File: config.mk
export PLATFORM = sky130hd
export DESIGN_NAME = fetch_req_ctrl_flat
export DESIGN_NICKNAME = d
export VERILOG_FILES = /design/src/rtl/fetch_req_ctrl_if.sv /design/src/rtl/fetch_req_ctrl.sv /design/src/flat_wrapper.sv
export SDC_FILE = /design/constraint.sdc
export NUM_CORES = 1
export LEC_CHECK = 0
export ABC_CLOCK_PERIOD_IN_PS = 14800
export BUFFER_PORTS_ARGS = -buffer_cell sky130_fd_sc_hd__buf_2
export CAP_MARGIN = 20
export CORE_MARGIN = 8
export CORE_UTILIZATION = 50
export DETAILED_ROUTE_END_ITERATION = 10
export PLACE_DENSITY = 0.71
export SYNTH_ARGS = -nofsm -noshare
export SYNTH_HDL_FRONTEND = slang
export SYNTH_SLANG_ARGS = --single-unit
File: constraint.sdc
create_clock -name clk -period 14.8 [get_ports clk]
set_clock_uncertainty 0.1 [all_clocks]
set_input_delay 1.48 -clock clk [delete_from_list [all_inputs] [get_ports clk]]
set_output_delay 1.48 -clock clk [all_outputs]
set_load 0.05 [all_outputs]
File: src/rtl/fetch_req_ctrl_if.sv
// rtl/fetch_req_ctrl_if.sv - icache request/response handshake bundle
// master: fetch side (drives req_valid/req_addr, sees addr_ok/data_ok)
// slave : icache side
interface fetch_req_ctrl_if;
    logic        req_valid;
    logic [31:0] req_addr;
    logic        addr_ok;
    logic        data_ok;

    modport master (
        output req_valid,
        output req_addr,
        input  addr_ok,
        input  data_ok
    );

    modport slave (
        input  req_valid,
        input  req_addr,
        output addr_ok,
        output data_ok
    );
endinterface

File: src/rtl/fetch_req_ctrl.sv
// rtl/fetch_req_ctrl.sv - instruction fetch request controller with credit and flush tracking
// clk, rst        : clock, synchronous active-high reset
// flush, flush_pc : redirect request and target
// ib_free         : free instruction-buffer slots this cycle
// ic              : icache handshake (req_valid/req_addr out, addr_ok/data_ok in)
// resp_valid/pc/num : zero-latency description of the returning request
// proto_err       : sticky, data_ok seen with nothing outstanding
module fetch_req_ctrl #(
    parameter logic [31:0] RESET_PC = 32'h1c00_0000,
    parameter int          MAX_OUT  = 2,
    parameter int          IB_W     = 4
) (
    input  logic                  clk,
    input  logic                  rst,
    input  logic                  flush,
    input  logic [31:0]           flush_pc,
    input  logic [IB_W:0]         ib_free,
    fetch_req_ctrl_if.master      ic,
    output logic                  resp_valid,
    output logic [31:0]           resp_pc,
    output logic [2:0]            resp_num,
    output logic                  proto_err
);

    typedef enum logic [1:0] {
        S_IDLE  = 2'd0,
        S_FETCH = 2'd1,
        S_HOLD  = 2'd2
    } state_t;

    localparam logic [2:0] DEPTH = 3'(MAX_OUT);

    state_t        state_q, state_d;
    logic [31:0]   pc_q, pc_d;
    logic [IB_W:0] reserved_q, reserved_d;
    logic [1:0]    head_q, head_d;
    logic [2:0]    count_q, count_d;
    logic          proto_err_q, proto_err_d;
    logic [3:0]    q_stale_q, q_stale_d;

    // Storage is always 4 entries so 2-bit indices fit exactly; only MAX_OUT are used.
    logic [31:0]   q_pc_q  [4];
    logic [31:0]   q_pc_d  [4];
    logic [2:0]    q_num_q [4];
    logic [2:0]    q_num_d [4];

    logic          req_valid;
    logic [2:0]    num;
    logic          full, empty, credit_ok, push, pop;
    logic [IB_W+1:0] need;
    logic [2:0]    tail_sum, head_sum;
    logic [1:0]    tail_idx;

    assign num       = 3'd4 - {1'b0, pc_q[3:2]};
    assign full      = (count_q == DEPTH);
    assign empty     = (count_q == 3'd0);
    // One extra bit so reserved + num cannot wrap before the compare.
    assign need      = {1'b0, reserved_q} + (IB_W+2)'(num);
    assign credit_ok = ({1'b0, ib_free} >= need);
    assign push      = req_valid && ic.addr_ok;
    assign pop       = ic.data_ok && !empty;

    // State register
    always_ff @(posedge clk) begin
        if (rst) begin
            state_q <= S_IDLE;
        end else begin
            state_q <= state_d;
        end
    end

    // Next state
    always_comb begin
        state_d = state_q;
        case (state_q)
            S_IDLE:  state_d = S_FETCH;
            S_FETCH: if (!flush && req_valid && !ic.addr_ok) state_d = S_HOLD;
            S_HOLD:  if (flush || ic.addr_ok) state_d = S_FETCH;
            default: state_d = S_IDLE;
        endcase
    end

    // FSM outputs: credit is only checked when a new request is first raised.
    always_comb begin
        req_valid = 1'b0;
        case (state_q)
            S_FETCH: req_valid = !full && credit_ok && !flush;
            S_HOLD:  req_valid = !flush;
            default: req_valid = 1'b0;
        endcase
        if (rst) req_valid = 1'b0;
    end

    assign ic.req_valid = req_valid;
    assign ic.req_addr  = pc_q;

    // Queue, PC and credit bookkeeping
    always_comb begin
        tail_sum = {1'b0, head_q} + count_q;
        if (tail_sum >= DEPTH) tail_sum = tail_sum - DEPTH;
        tail_idx = tail_sum[1:0];

        head_sum = {1'b0, head_q} + 3'd1;
        if (head_sum == DEPTH) head_sum = 3'd0;
        head_d = pop ? head_sum[1:0] : head_q;

        count_d = count_q + 3'(push) - 3'(pop);

        reserved_d = reserved_q
                   + (push ? (IB_W+1)'(num) : '0)
                   - (pop  ? (IB_W+1)'(q_num_q[head_q]) : '0);

        pc_d = pc_q;
        if (flush) begin
            pc_d = flush_pc & 32'hffff_fffc;
        end else if (push) begin
            pc_d = {pc_q[31:4] + 28'd1, 4'b0000};
        end

        // Stale entries stay queued so their slots are still reserved until returned.
        q_stale_d = flush ? 4'hf : q_stale_q;
        q_pc_d    = q_pc_q;
        q_num_d   = q_num_q;
        if (push) begin
            q_stale_d[tail_idx] = 1'b0;
            q_pc_d[tail_idx]    = pc_q;
            q_num_d[tail_idx]   = num;
        end

        proto_err_d = proto_err_q | (ic.data_ok & empty);
    end

    always_ff @(posedge clk) begin
        if (rst) begin
            pc_q        <= RESET_PC;
            reserved_q  <= '0;
            head_q      <= 2'd0;
            count_q     <= 3'd0;
            proto_err_q <= 1'b0;
            q_stale_q   <= 4'h0;
        end else begin
            pc_q        <= pc_d;
            reserved_q  <= reserved_d;
            head_q      <= head_d;
            count_q     <= count_d;
            proto_err_q <= proto_err_d;
            q_stale_q   <= q_stale_d;
        end
    end

    always_ff @(posedge clk) begin
        q_pc_q  <= q_pc_d;
        q_num_q <= q_num_d;
    end

    assign resp_valid = pop && !q_stale_q[head_q] && !flush && !rst;
    assign resp_pc    = q_pc_q[head_q];
    assign resp_num   = q_num_q[head_q];
    assign proto_err  = proto_err_q;

endmodule

File: src/flat_wrapper.sv
// flat-port wrapper written by rule: the top's interface ports become plain ports
module fetch_req_ctrl_flat 
#(
    parameter logic [31:0] RESET_PC = 32'h1c00_0000,
    parameter int          MAX_OUT  = 2,
    parameter int          IB_W     = 4
)
  (clk, rst, flush, flush_pc, ib_free, resp_valid, resp_pc, resp_num, proto_err, ic_req_valid, ic_req_addr, ic_addr_ok, ic_data_ok);
  fetch_req_ctrl_if ic_i ();
  input  logic clk;
  input  logic rst;
  input  logic flush;
  input  logic [31:0] flush_pc;
  input  logic [IB_W:0] ib_free;
  output logic resp_valid;
  output logic [31:0] resp_pc;
  output logic [2:0] resp_num;
  output logic proto_err;
  output wire logic [$bits(ic_i.req_valid)-1:0] ic_req_valid;
  output wire logic [$bits(ic_i.req_addr)-1:0] ic_req_addr;
  input wire logic [$bits(ic_i.addr_ok)-1:0] ic_addr_ok;
  input wire logic [$bits(ic_i.data_ok)-1:0] ic_data_ok;
  assign ic_req_valid = ic_i.req_valid;
  assign ic_req_addr = ic_i.req_addr;
  assign ic_i.addr_ok = ic_addr_ok;
  assign ic_i.data_ok = ic_data_ok;
  fetch_req_ctrl #(.RESET_PC(RESET_PC), .MAX_OUT(MAX_OUT), .IB_W(IB_W)) u_core (.clk(clk), .rst(rst), .flush(flush), .flush_pc(flush_pc), .ib_free(ib_free), .ic(ic_i), .resp_valid(resp_valid), .resp_pc(resp_pc), .resp_num(resp_num), .proto_err(proto_err));
endmodule
## After elaboration in Yosys (flattened, before gate mapping)

Index checks and enable logic that the tools add are counted.

| cells by class | value |
|---|---|
| equality and inequality tests | 6 |
| multiplexer cells | 29 |
| reduce and logical (&&, ||, !) cells | 22 |
| $add $sub $neg | 10 |
| bitwise operators | 6 |
| magnitude comparators | 8 |

Operators with widths:

| kind | number |
|---|---|
| $mux 32 | 5 |
| $bwmux 128 | 1 |
| $bmux 32 s2 | 1 |
| $demux 32 s2 | 1 |
| $add 28x1->28 const B | 1 |
| $mux 3 | 5 |
| $bwmux 12 | 1 |
| $logic_and 1x1->1 | 11 |
| $mux 2 | 4 |
| $mux 4 | 2 |
| $add 5x3->6 | 1 |
| $bmux 3 s2 | 1 |
| $demux 3 s2 | 1 |
| $eq 3x2->1 const B | 2 |
| $ge 3x3->1 const B | 2 |
| $ge 5x6->1 | 1 |
| $logic_not 1->1 | 6 |
| $lt 2x3->1 const B | 2 |
| $not 2->3 | 2 |
| $pmux 2 s3 | 1 |
| $add 5x5->5 | 1 |
| $sub 5x5->5 | 1 |
| $and 4x4->4 | 1 |
| $ne 2x1->1 const B | 2 |
| 23 further kinds | 25 |

| storage, ports and cells | value |
|---|---|
| register bits | 187 |
| bits of input ports | 42 |
| logic and storage cells | 96 |
| output and inout bits | 70 |

## Depth between registers and ports, before layout

| depth | value |
|---|---|
| depth in word-level cells | 11 |
| mapped depth | 21 |
| depth with buffers taken out | 20 |

## Least setup slack after synthesis

No wires, ideal clock.

| timing | value |
|---|---|
| kind | register to register |
| from | reg u_core.pc_q[3] (netlist: u_core.ic.req_addr[3]) |
| to | reg u_core.q_num_q[10] in the netlist's numbering, enable pin |
| setup time | 0.461 ns |
| period minus slack after synthesis | 5.837 ns |
| stages on the path, launching flop included | 14 |
| arrival time | 5.276 ns |
| data required time | 14.239 ns |
| path buffers | 1 |
| setup slack | 8.963 ns |
| path through | dfxtp_1 > inv_1 > ha_1 > fa_1 > a21oi_1 > nor2_1 > xnor2_1 > ha_1 > o21a_1 > a21oi_2 > nor4b_4 > buf_2 > nand2_1 > nor3_1 |

| on the way | value |
|---|---|
| longest elaborated chain between the ends | 8 |

Ends and longest elaborated chain:

| element | line | RTL |
|---|---|---|
| start: declaration | fetch_req_ctrl.sv:34 | `logic [31:0] pc_q, pc_d;` |
| start signal: assignment | fetch_req_ctrl.sv:142 | `pc_q <= pc_d;` |
| $sub 3x2->3 | fetch_req_ctrl.sv:54 | `assign num = 3'd4 - {1'b0, pc_q[3:2]};` |
| via u_core.num[1] | fetch_req_ctrl.sv:48 | `logic [2:0] num;` |
| $add 5x3->6 | fetch_req_ctrl.sv:58 | `assign need = {1'b0, reserved_q} + (IB_W+2)'(num);` |
| $ge 5x6->1 | fetch_req_ctrl.sv:59 | `assign credit_ok = ({1'b0, ib_free} >= need);` |
| $logic_and 1x1->1 (2 in series) | fetch_req_ctrl.sv:87 | `S_FETCH: req_valid = !full && credit_ok && !flush;` |
| $pmux 1 s2 | fetch_req_ctrl.sv:86 | `case (state_q)` |
| $mux 1 | fetch_req_ctrl.sv:91 | `if (rst) req_valid = 1'b0;` |
| $logic_and 1x1->1 | fetch_req_ctrl.sv:60 | `assign push = req_valid && ic.addr_ok;` |
| end signal: assignment | fetch_req_ctrl.sv:153 | `q_num_q <= q_num_d;` |
| end: declaration | fetch_req_ctrl.sv:44 | `logic [2:0] q_num_q [4];` |

The timed path passes the listed nets, and every way through them passes these cells.
A chain may end at the register's enable or synchronous reset.

## Worst setup path after layout

| timing | value |
|---|---|
| from | reg u_core.pc_q[2] (netlist: u_core.ic.req_addr[2]) |
| to | reg u_core.reserved_q[4] |

| on the way | value |
|---|---|
| longest elaborated chain between the ends | 11 |

Ends and longest elaborated chain:

| element | line | RTL |
|---|---|---|
| $sub 3x2->3 (*) | fetch_req_ctrl.sv:54 |  |
| via u_core.num[2] | fetch_req_ctrl.sv:48 |  |
| $add 5x3->6 | fetch_req_ctrl.sv:58 |  |
| $ge 5x6->1 | fetch_req_ctrl.sv:59 |  |
| $logic_and 1x1->1 (2 in series) | fetch_req_ctrl.sv:87 |  |
| $pmux 1 s2 | fetch_req_ctrl.sv:86 |  |
| $mux 1 | fetch_req_ctrl.sv:91 |  |
| $logic_and 1x1->1 | fetch_req_ctrl.sv:60 |  |
| $mux 3 (*) | fetch_req_ctrl.sv:110 | `+ (push ? (IB_W+1)'(num) : '0)` |
| $add 5x5->5 (*) | fetch_req_ctrl.sv:110 |  |
| $sub 5x5->5 (*) | fetch_req_ctrl.sv:111 | `- (pop ? (IB_W+1)'(q_num_q[head_q]) : '0);` |
| end signal: assignment | fetch_req_ctrl.sv:143 | `reserved_q <= reserved_d;` |
| end: declaration | fetch_req_ctrl.sv:35 | `logic [IB_W:0] reserved_q, reserved_d;` |

Mark *: on every way through the listed nets, which the timed path passes. The rest lies on a longest branch.

==> metrics <==
run status complete, no violations; FMAX 187 MHz; largest net degree at the start of global routing 53; Net Sw Frac 32.6%; Starting Density 51.0%; Top Ports 112; # DRC 0; Crit. End Element register; Fin. Hold Viols 0; unrepaired setup endpoints after global routing false; cell mode on critical path ha_1; placed instance count 810; Syn. warnings 0; hold-fix buffers at CTS 0; sequential area share after synthesis 62.0%; Syn Area/Cell 14.4 sq um; Data required, critical path 14.97 ns; clock root buffer clkbuf_16; footprint of the multi-input gates 2690 sq um; Slew Limit Fails 0; Slew HR 30.2%; TritonCTS clock tree yes; Clock Power Share 30.8%; WL final 16.9 mm; vias in the first global route 4998; Leakage 3.22 nW; die height 140 um; antenna-violating nets left 0; DR iter-0 viols 316; top cells by area, synth edfxtp_1 50%, dfxtp_1 12%, mux4_2 9.6%; ys flop type edfxtp_1; internal power 0.938 mW; cts repair resizes 0; Max Cap Violations 0; GRT Residual Overflow 0; synthesized instance count 535; postcts setup bufs 0; GRT Overall Usage 17.8%; ys async rst share 0%; fill count 1169; Netlist cell types 48; worst vdd ir 0.0838 mV; ant diodes 0; cell area after synthesis 7720 sq um; share of post-route cells with drive strength above 1 30.4%; Setup CP Type reg -> reg; die area 19700 sq um; placed wire-length estimate 11.6 mm; period utilization 36.1%; final std cells w/o fill 842; Total Neg Setup Slack 0 ns; slew at the pin closest to its max-slew limit 1.04 ns; total CTS buffers 17; total chip power 1.39 mW; post-synth top area cell edfxtp_1; final worst-path setup slack 9.46 ns; IO buf count 105; router iterations before antenna repair 5; clk slew on worst S/H paths 0.06 ns; # clock sinks 175; top cell type's share of synthesized area 49.8%; Layout Nets 713; crit path launch type register; CP max-delay cell nor4b_4; Final min period 5.34 ns; part of the power in registers 41.9%; critical path cell sequence inv_1, ha_1, ha_1, a21oi_2, nand2_1, xnor2_1, ha_1, o211ai_1, o21ai_1, nor4b_4, nand2_1, inv_1, nand2_1, fa_1, inv_1, ha_1, a21o_1, a21oi_1, xnor2_1, nor2_1; worst stage delay on the critical path 0.72 ns; antenna violations before repair 0; CTS max path bufs 2; logic gate share of total power 27.3%; worst-path fanout max 14; PD cells 155 nW/um^2; Core Box Area 15100 sq um; Worst Hold Class reg -> reg; worst slack, placed 9.47 ns; H-tree depth 4; EDFF count, synth 128; first-pass GRT wire length 27.1 mm; GP Congestion 0.805; worst path arrival time 5.51 ns; via count 4704; Storage cell area 4790 sq um; clk_lat worst skew 0.43 ns; Net Sw Power 0.454 mW; DR WL/cell 20.1 um; drt via density 5.59; area grow syn2layout 16.5%; Seq cells post-synth 175; final setup fails 0; Die W 140 um; num rows 45
-- layout make-up --
type                    instances  share of cell area [%]
multi-input cells             302                    29.9
well taps                     188                    2.62
clock inverters                15                    1.63
flip-flops and latches        175                    53.2
clock buffers                  17                    4.73
inverters                      32                    1.34
repair buffers                113                    6.51
-- layer usage --
| layer | wire length [um] | global-route usage [%] |
|---|---|---|
| met3 | 962 | 4.42 |
| met2 | 8520 | 29.9 |
| met5 | 0 | 0 |
| met4 | 230 | 4.97 |
| met1 | 7200 | 22.5 |
-- sequential cells by signal (all words and copies together), names as in the netlist --
name	flops
u_core.head_q	2
u_core.q_stale_q	4
u_core.ic.req_addr	30
u_core.proto_err	1
u_core.q_pc_q	116
u_core.reserved_q	5
u_core.q_num_q	12
u_core.state_q	2
u_core.count_q	3
-- cells in the final DEF, fill, tap and decap left out, types with 17 or more instances in the layout --
cell / Yosys / routed
buf_2: 5 / 105
inv_1: 31 / 31
edfxtp_1: 128 / 128
clkbuf_16: 0 / 17
a21oi_1: 17 / 17
mux4_2: 33 / 33
ha_1: 24 / 24
a211oi_1: 18 / 18
nor2_1: 42 / 42
xnor2_1: 25 / 25
dfxtp_1: 47 / 46
nand2_1: 29 / 29
-- power groups by stage --
stage                     Clock [mW]  Sequential (mW)  Combinational (mW)
after floorplan                    0            0.600               0.294
after global placement             0            0.591               0.374
after detailed placement           0            0.594               0.382
after CTS                      0.436            0.583               0.385
after global routing           0.454            0.587               0.416
final                          0.429            0.583               0.380
-- path summary, 6_finish.rpt --
check / from / cells past startpoint / to / slack, ns
max: u_core.ic.req_addr[2] / 20 / u_core.reserved_q[4] / 9.46
min: u_core.proto_err / 2 / u_core.proto_err / 0.38
max reg2reg: u_core.ic.req_addr[2] / 20 / u_core.reserved_q[4] / 9.46
min reg2reg: u_core.proto_err / 2 / u_core.proto_err / 0.38
-- cell families after synthesis --
kind of cell | after synthesis | share of synthesized area [%]
AOI/OAI and AO/OA | 57 | 4.93
xor gates and xnor gates | 36 | 4.08
adders and majority gates | 30 | 5.45
buffers and inverters | 61 | 3.44
DFF | 175 | 62.0
muxes | 34 | 9.76
other | 1 | 0.0486
and+or+nand+nor | 141 | 10.3
-- cell usage after synthesis, types with 2 or more instances --
cell,number
ha_1,24
o31ai_1,2
nand2_1,29
nor4_2,12
a311oi_1,2
and3_1,5
nand4_1,8
o211ai_1,2
buf_4,6
nor3_1,11
edfxtp_1,128
a21o_1,2
nor4_1,2
nand3_1,15
a21oi_1,17
xnor2_1,25
nor2b_1,3
clkbuf_1,15
a211oi_1,18
o21ai_0,4
xor2_1,11
nor2_1,42
nand2b_1,3
buf_2,5
inv_1,31
a2111oi_0,2
dfxtp_1,47
mux4_2,33
and2_1,3
a21oi_2,3
buf_1,2
fa_1,6
o21ai_1,2
-- critical path: cells and delay by family, from the launching register on --
family / cells / cell delay, ns
compound gates: 5 / 0.90
fa+ha+maj: 5 / 1.79
xor+xnor: 2 / 0.27
flops: 1 / 0.50
buf+inv: 3 / 0.36
simple gates: 5 / 1.27
-- metrics by stage --
step,util [%],cell area (sq um),hold WS [ns]
floorplan,-,7730,0.345
global placement,55.6,8420,0.352
detailed placement,55.6,8420,0.361
CTS,59.4,8990,0.386
global route,59.4,8990,0.420
finish,59.4,8990,0.378
Note: power is estimated with default switching activity, not from simulation.
